===== src/rtl/pipe_ctrl_pkg.sv =====
// pipe_ctrl_pkg: stall encodings, FSM states and default error vector for pipe_ctrl
package pipe_ctrl_pkg;
    localparam logic [5:0] STALL_NONE = 6'b000000;
    localparam logic [5:0] STALL_ID   = 6'b000111;
    localparam logic [5:0] STALL_EX   = 6'b001111;
    localparam logic [5:0] STALL_MEM  = 6'b011111;
    localparam logic [1:0] ST_RUN     = 2'd0;
    localparam logic [1:0] ST_MDU     = 2'd1;
    localparam logic [1:0] ST_MEMWAIT = 2'd2;
    localparam logic [31:0] ERR_VEC_DEFAULT = 32'hBFC0_0380;
endpackage


===== src/rtl/pipe_ctrl.sv =====
// pipe_ctrl: pipeline stall/flush controller with MDU sequencing and bus-wait watchdog
module pipe_ctrl
    import pipe_ctrl_pkg::*;
#(
    parameter int          MDU_LAT     = 32,
    parameter int          MEM_TIMEOUT = 64,
    parameter logic [31:0] ERR_VEC     = ERR_VEC_DEFAULT
) (
    input  logic        clk,
    input  logic        rst,
    input  logic        id_stallreq,
    input  logic        ex_mdu_start,
    input  logic        mem_req,
    input  logic        mem_ack,
    input  logic        flush_req,
    input  logic [31:0] exc_pc,
    output logic [5:0]  stall,
    output logic        flush,
    output logic [31:0] new_pc,
    output logic        mdu_done,
    output logic        bus_err
);
    localparam int CW = $clog2(MDU_LAT) + 1;
    localparam int WW = $clog2(MEM_TIMEOUT) + 1;
    logic [1:0]    state_q, state_d;
    logic          ret_mdu_q, ret_mdu_d;
    logic [CW-1:0] cnt_q, cnt_d;
    logic [WW-1:0] wcnt_q, wcnt_d;
    logic          mem_wait, timeout;
    assign mem_wait = mem_req & ~mem_ack;
    assign timeout  = (state_q == ST_MEMWAIT) && (wcnt_q == WW'(MEM_TIMEOUT - 1)) && !mem_ack;
    always_comb begin
        stall     = STALL_NONE;
        flush     = 1'b0;
        new_pc    = '0;
        mdu_done  = 1'b0;
        bus_err   = 1'b0;
        state_d   = state_q;
        ret_mdu_d = ret_mdu_q;
        cnt_d     = cnt_q;
        wcnt_d    = '0;
        if (flush_req) begin
            flush     = 1'b1;
            new_pc    = exc_pc;
            state_d   = ST_RUN;
            ret_mdu_d = 1'b0;
            cnt_d     = '0;
        end else if (timeout) begin
            bus_err   = 1'b1;
            flush     = 1'b1;
            new_pc    = ERR_VEC;
            state_d   = ST_RUN;
            ret_mdu_d = 1'b0;
            cnt_d     = '0;
        end else if (mem_wait) begin
            // the MDU counter is left untouched so the op resumes where it paused
            stall  = STALL_MEM;
            wcnt_d = wcnt_q + WW'(1);
            if (state_q != ST_MEMWAIT) begin
                ret_mdu_d = (state_q == ST_MDU);
                state_d   = ST_MEMWAIT;
            end
        end else if (state_q == ST_MEMWAIT) begin
            state_d = ret_mdu_q ? ST_MDU : ST_RUN;
        end else if (state_q == ST_MDU) begin
            stall    = (cnt_q != '0) ? STALL_EX : STALL_NONE;
            mdu_done = (cnt_q == '0);
            cnt_d    = (cnt_q != '0) ? cnt_q - CW'(1) : cnt_q;
            state_d  = (cnt_q != '0) ? ST_MDU : ST_RUN;
        end else if (ex_mdu_start) begin
            stall   = STALL_EX;
            cnt_d   = CW'(MDU_LAT - 1);
            state_d = ST_MDU;
        end else if (id_stallreq) begin
            stall = STALL_ID;
        end
    end
    always_ff @(posedge clk) begin
        if (rst) begin
            state_q   <= ST_RUN;
            ret_mdu_q <= 1'b0;
            cnt_q     <= '0;
            wcnt_q    <= '0;
        end else begin
            state_q   <= state_d;
            ret_mdu_q <= ret_mdu_d;
            cnt_q     <= cnt_d;
            wcnt_q    <= wcnt_d;
        end
    end
endmodule


===== config.mk =====
export PLATFORM = sky130hd
export DESIGN_NAME = pipe_ctrl
export DESIGN_NICKNAME = d
export VERILOG_FILES = /design/src/rtl/pipe_ctrl_pkg.sv /design/src/rtl/pipe_ctrl.sv
export SDC_FILE = /design/constraint.sdc
export NUM_CORES = 1
export LEC_CHECK = 0
export CAP_MARGIN = 5
export CORE_MARGIN = 1.5
export CORE_UTILIZATION = 35
export DETAILED_ROUTE_END_ITERATION = 6
export HOLD_SLACK_MARGIN = 0.12
export PLACE_DENSITY_LB_ADDON = 0.1
export SYNTH_ARGS = -nofsm -noshare
export SYNTH_HDL_FRONTEND = slang
export SYNTH_SLANG_ARGS = --single-unit

===== constraint.sdc =====
create_clock -name clk -period 2.1 [get_ports clk]
set_input_delay 0.525 -clock clk [delete_from_list [all_inputs] [get_ports clk]]
set_output_delay 0.525 -clock clk [all_outputs]
set_load 0.1 [all_outputs]

* Word level (Yosys, flattened, before mapping)
Index checks and enable logic that the tools add are counted.
** Cells by class
- Add/subtract/negate cells :: 2
- $mul :: 0
- Div/mod/pow operators :: 0
- Order comparisons :: 0
- Equality and inequality tests :: 6
- Shift-type cells :: 0
- Muxes and demuxes :: 28
- Bitwise logic cells :: 4
- Reduce and logical (&&, ||, !) cells :: 12
** Operator list (number)
- $mux W32 :: 2
- $mux W6 :: 3
- $mux W4 :: 4
- $mux W5 :: 3
- $mux W1 :: 10
- $mux W2 :: 5
- $add A7 B1 Y7 const B :: 1
- $eq A7 B6 Y1 const B :: 1
- $logic_not A6 Y1 :: 1
- $reduce_bool A6 Y1 :: 1
- $sub A6 B1 Y6 const B :: 1
- $ne A2 B1 Y1 const B :: 2
- $reduce_and A2 Y1 :: 2
- $reduce_and A4 Y1 :: 1
- $reduce_bool A4 Y1 :: 1
- $reduce_or A4 Y1 :: 1
- $mux W3 :: 1
- $not A1 Y1 :: 3
- $reduce_or A3 Y1 :: 1
- $eq A2 B1 Y1 const B :: 1
- $eq A2 B2 Y1 const B :: 1
- $logic_and A1 B1 Y1 :: 2
- $ne A2 B2 Y1 const B :: 1
- $reduce_bool A2 Y1 :: 1
- other kinds (2) :: 2
** Storage, ports and cells
- Register bits after elaboration :: 16
- Bits in latches :: 0
- RAM bits :: 0
- Bits in read-only memories :: 0
- Input bits :: 39
- Output and inout bits :: 41
- Word-level logic and storage cells :: 56
- Memories :: 0

* Longest topological paths before layout
- Depth after elaboration :: 7
- Mapped depth :: 9
- Mapped depth without buffers :: 7

* Worst setup path before layout
Ideal clock, no wire load.
- Path kind :: flip-flop to output port
- Start :: register state_q[0]
- End :: output port mdu_done
- Data arrival time :: 4.516 ns
- Required time :: 1.575 ns
- Setup slack :: -2.941 ns
- Cell stages (with the launch flop) :: 9
- Buffers on the path :: 1
- Cells stage by stage :: dfxtp_1 > inv_1 > ha_1 > buf_2 > nand2b_1 > nor4_1 > nor2_1 > inv_1 > nor4_1
** On the way
- Cells in the longest elaborated chain, start to end :: 6
- Elaborated cells on any way between the ends :: 9
- Those cells by class :: eq/ne: 2; mux: 5; reduce/logical: 2
** Ends and longest elaborated chain
- start, declared :: RTL line pipe_ctrl.sv:25 : logic [1:0] state_q, state_d;
- start signal, assigned :: RTL line pipe_ctrl.sv:85 : state_q <= state_d;
- $eq A2 B1 Y1 :: RTL line pipe_ctrl.sv:65 : end else if (state_q == ST_MDU) begin
- $mux W1 :: RTL line pipe_ctrl.sv:65
- $mux W1 :: RTL line pipe_ctrl.sv:63 : end else if (state_q == ST_MEMWAIT) begin
- $mux W1 :: RTL line pipe_ctrl.sv:55 : end else if (mem_wait) begin
- $mux W1 (*) :: RTL line pipe_ctrl.sv:48 : end else if (timeout) begin
- $mux W1 (*) :: RTL line pipe_ctrl.sv:42 : if (flush_req) begin
- end, declared :: RTL line pipe_ctrl.sv:20 : output logic mdu_done,
Every way passes the cells marked *; elsewhere a longest branch is shown, timed or not.

* Worst setup path after layout
- Start :: register state_q[1]
- End :: output port stall[1]
** On the way
- Cells in the longest elaborated chain, start to end :: 6
- Elaborated cells on any way between the ends :: 9
- Those cells by class :: eq/ne: 2; mux: 5; reduce/logical: 2
** Ends and longest elaborated chain
- $eq A2 B1 Y1 :: RTL line pipe_ctrl.sv:65
- $mux W4 :: RTL line pipe_ctrl.sv:65
- $mux W4 :: RTL line pipe_ctrl.sv:63
- $mux W5 :: RTL line pipe_ctrl.sv:55
- $mux W5 (*) :: RTL line pipe_ctrl.sv:48
- $mux W5 (*) :: RTL line pipe_ctrl.sv:42
- end, declared :: RTL line pipe_ctrl.sv:17 : output logic [5:0] stall,
Marks and branches as above.

==> impl_metrics.env <==
export IMPL_yosys_warnings=0
export IMPL_ys_types=34
export IMPL_drtIter0Drc=71
export IMPL_vias=1618
export IMPL_path_delay_family="compound AO/OA/AOI/OAI gates"
export IMPL_arrival_ns=1.97
export IMPL_synth_area_top_cells="dfxtp_1 (27%), and2_1 (11%), a21oi_1 (8.6%), inv_1 (5.8%), nor2_1 (5.8%)"
export IMPL_clock_latency_ns=0.29
export IMPL_end_kind="primary output"
export IMPL_slowest_delay_ns=0.35
export IMPL_numCtsBuffers=3
export IMPL_tritoncts="built"
export IMPL_critPathKind="reg2out"
export IMPL_peakVddDrop_mv=0.489
export IMPL_portBuffers=78
export IMPL_gp_congestion=0.795
export IMPL_dieArea_mm2=0.00368
export IMPL_required_ns=1.57
export IMPL_drtAntennaViolNets=0
export IMPL_violations="negative setup slack"
export IMPL_synth_cells=158
export IMPL_cap_violations=0
export IMPL_timing_fmax_mhz=400
export IMPL_yosysSeqAreaShare=0.275
export IMPL_rsz0062_at_grt="true"
export IMPL_placed_cell_area_mm2=0.00277
export IMPL_p_seq_frac=0.234
export IMPL_combPwrFrac=0.647
export IMPL_antenna_found_initial=1
export IMPL_clk_path_buf_depth=2
export IMPL_regArea_um2=328
export IMPL_power_mw=1.37
export IMPL_swShare=0.469
export IMPL_multi_input_area_um2=980
export IMPL_setup_violations=20
export IMPL_p_switching_mw=0.641
export IMPL_drc=0
export IMPL_fin_crit_sh=1.19
export IMPL_grt_max_degree=26
export IMPL_critPathLaunchType="flop"
export IMPL_p_per_area_mw_per_mm2=468
export IMPL_wl_per_cell_um=21.0
export IMPL_coreArea_mm2=0.00310
export IMPL_pwr_share_clk=0.119
export IMPL_min_path_type="reg2reg"
export IMPL_crit_chain="inv_1 > ha_2 > nor2b_2 > a21oi_2 > o31ai_2 > buf_4 > a21oi_4 > buf_12"
export IMPL_final_nets=305
export IMPL_synthDominantCellAreaShare=0.275
export IMPL_synth_nets=201
export IMPL_clkSinkCount=16
export IMPL_outcome="finished, violations left"
export IMPL_syn_cell_area_mm2=0.00116
export IMPL_synth_seq_cells=16
export IMPL_grt_pass1_wl_mm=8.54
export IMPL_die_w_um=60.7
export IMPL_clock_skew_ns=0.00399
export IMPL_drive_gt1_frac=0.450
export IMPL_cp_max_fo=3
export IMPL_grt_pass1_vias=1622
export IMPL_std_cell_rows=20
export IMPL_viasPerCell=5.30
export IMPL_drt_total_wl_mm=6.42
export IMPL_cpMaxStageDelayCell="dfxtp_2"
export IMPL_avgSynthCellArea_um2=7.37
export IMPL_preCtsSetupSlack_ns=-0.485
export IMPL_grt_overflow=0
export IMPL_clkSlewWorstSetupHoldPaths_ns=0.09
export IMPL_root_buffer="clkbuf_4"
export IMPL_final_area_mm2=0.00292
export IMPL_first_pass_iters=4
export IMPL_io_pins=80
export IMPL_p_leak_nw=1.18
export IMPL_yosysTopAreaCell="dfxtp_1"
export IMPL_syn2layout_area_growth_pct=151
export IMPL_ff2ff_setup_slack_ns=0.19
export IMPL_fin_ws_ns=-0.399
export IMPL_period_minus_slack_ns=2.50
export IMPL_p_int_mw=0.725
export IMPL_die_y_um=60.7
export IMPL_utilization=0.941
export IMPL_initial_core_util=0.375
export IMPL_cts_max_level=1
export IMPL_maxSlewViolCount=0
export IMPL_n_fill_cell=85
export IMPL_critical_path_buf_inv_count=3
export IMPL_groute_usage_overall=0.327
export IMPL_hpwlAfterDp_mm=4.16
export IMPL_hold_violations=0
-- final cells by class --
class | count | area share
Timing Repair Buffer | 109 | 0.500
Tap cell | 44 | 0.0189
Multi-Input combinational cell | 114 | 0.336
Sequential cell | 16 | 0.112
Inverter | 18 | 0.0244
Antenna cell | 1 | 0.000857
Clock buffer | 3 | 0.00772
-- power groups by stage --
stage               combinational (mW)  clock (mW)  sequential (mW)
detailed placement               0.850           0            0.326
global route                     0.906       0.171            0.321
finish                           0.884       0.162            0.320
floorplan                        0.505           0            0.326
global placement                 0.829           0            0.325
CTS                              0.864       0.161            0.319
-- metal layers --
| layer | track usage | vias to the layer above | share of wire |
|---|---|---|---|
| li1 | - | 729 | - |
| met1 | 0.344 | 747 | 0.36 |
| met2 | 0.634 | 113 | 0.51 |
| met3 | 0.0704 | 29 | 0.090 |
| met4 | 0.109 | 0 | 0.043 |
| met5 | 0 | - | 0 |
-- cell usage after synthesis --
cell type / number
dfxtp_1: 16
a2111oi_4: 1
o22a_1: 1
ha_1: 4
o21ai_0: 5
xor2_1: 2
conb_1: 1
nor4_1: 2
o31ai_1: 1
buf_4: 3
or3_1: 2
nor3b_1: 3
nor4b_4: 1
a21o_1: 1
nand2b_1: 3
and3_1: 1
and2_1: 21
a311oi_1: 1
nand3_1: 3
a2bb2oi_1: 1
inv_1: 18
clkbuf_1: 4
a21oi_1: 20
and4_1: 2
xnor2_1: 2
o311ai_1: 1
nand2_1: 7
and3_2: 1
nor2b_1: 4
buf_2: 3
mux2_2: 1
nor2_1: 18
nor4_2: 2
nor3_1: 2
-- stage by stage --
| step | hold WS (ns) | setup TNS (ns) | cells |
|---|---|---|---|
| after floorplan | 0.413 | -10.61 | 158 |
| after global placement | 0.420 | -9.62 | 295 |
| after detailed placement | 0.434 | -12.42 | 295 |
| after CTS | 0.500 | -5.21 | 303 |
| after global routing | 0.535 | -7.73 | 305 |
| final | 0.516 | -6.59 | 305 |
-- flip-flops by register name (all words and copies together), names as in the netlist --
signal and cells:
state_q 2, wcnt_q 7, ret_mdu_q 1, cnt_q 6
-- final timing paths --
| kind | cells past startpoint | end | start |
|---|---|---|---|
| max | 8 | stall[1] | state_q[1] |
| max reg2reg | 9 | cnt_q[3] | cnt_q[1] |
| min reg2reg | 2 | ret_mdu_q | ret_mdu_q |
| min | 2 | ret_mdu_q | ret_mdu_q |
-- repair_timing --
action                     CTS  global route
cloned                       0             0
gates resized for setup     20             6
setup buffers                5             1
hold buffers                 0             0
setup endpoints to repair   40            21
pin swaps                    4             4
-- worst register-to-register path, cell delays in order, from the launching register on --
cell and delay, ns:
dfxtp_2 0.36, inv_2 0.04, ha_2 0.18, nor4b_4 0.14, buf_4 0.14, buf_4 0.14, a2111oi_4 0.29, buf_4 0.22
nor2_1 0.07, nor4_2 0.24
-- layout by cell type (no fill, tap or decap), types with 3 or more instances in the layout --
master,instances
a21oi_1,6
a21oi_4,12
and2_1,21
buf_12,43
buf_4,25
buf_6,3
clkbuf_4,3
clkdlybuf4s50_1,36
dfxtp_1,10
dfxtp_2,6
inv_1,15
nand2_1,6
nor2_1,16
nor3b_1,3
o21ai_0,4
-- cells by family after synthesis --
logic type | after synthesis | synth area share
xor+xnor | 4 | 0.0301
other cells | 1 | 0.00322
mux | 1 | 0.00967
flops | 16 | 0.275
compound gates | 32 | 0.174
simple gates | 72 | 0.362
fa+ha+maj | 4 | 0.0430
buf+inv | 28 | 0.103
Power figures use the tool's default switching activity.
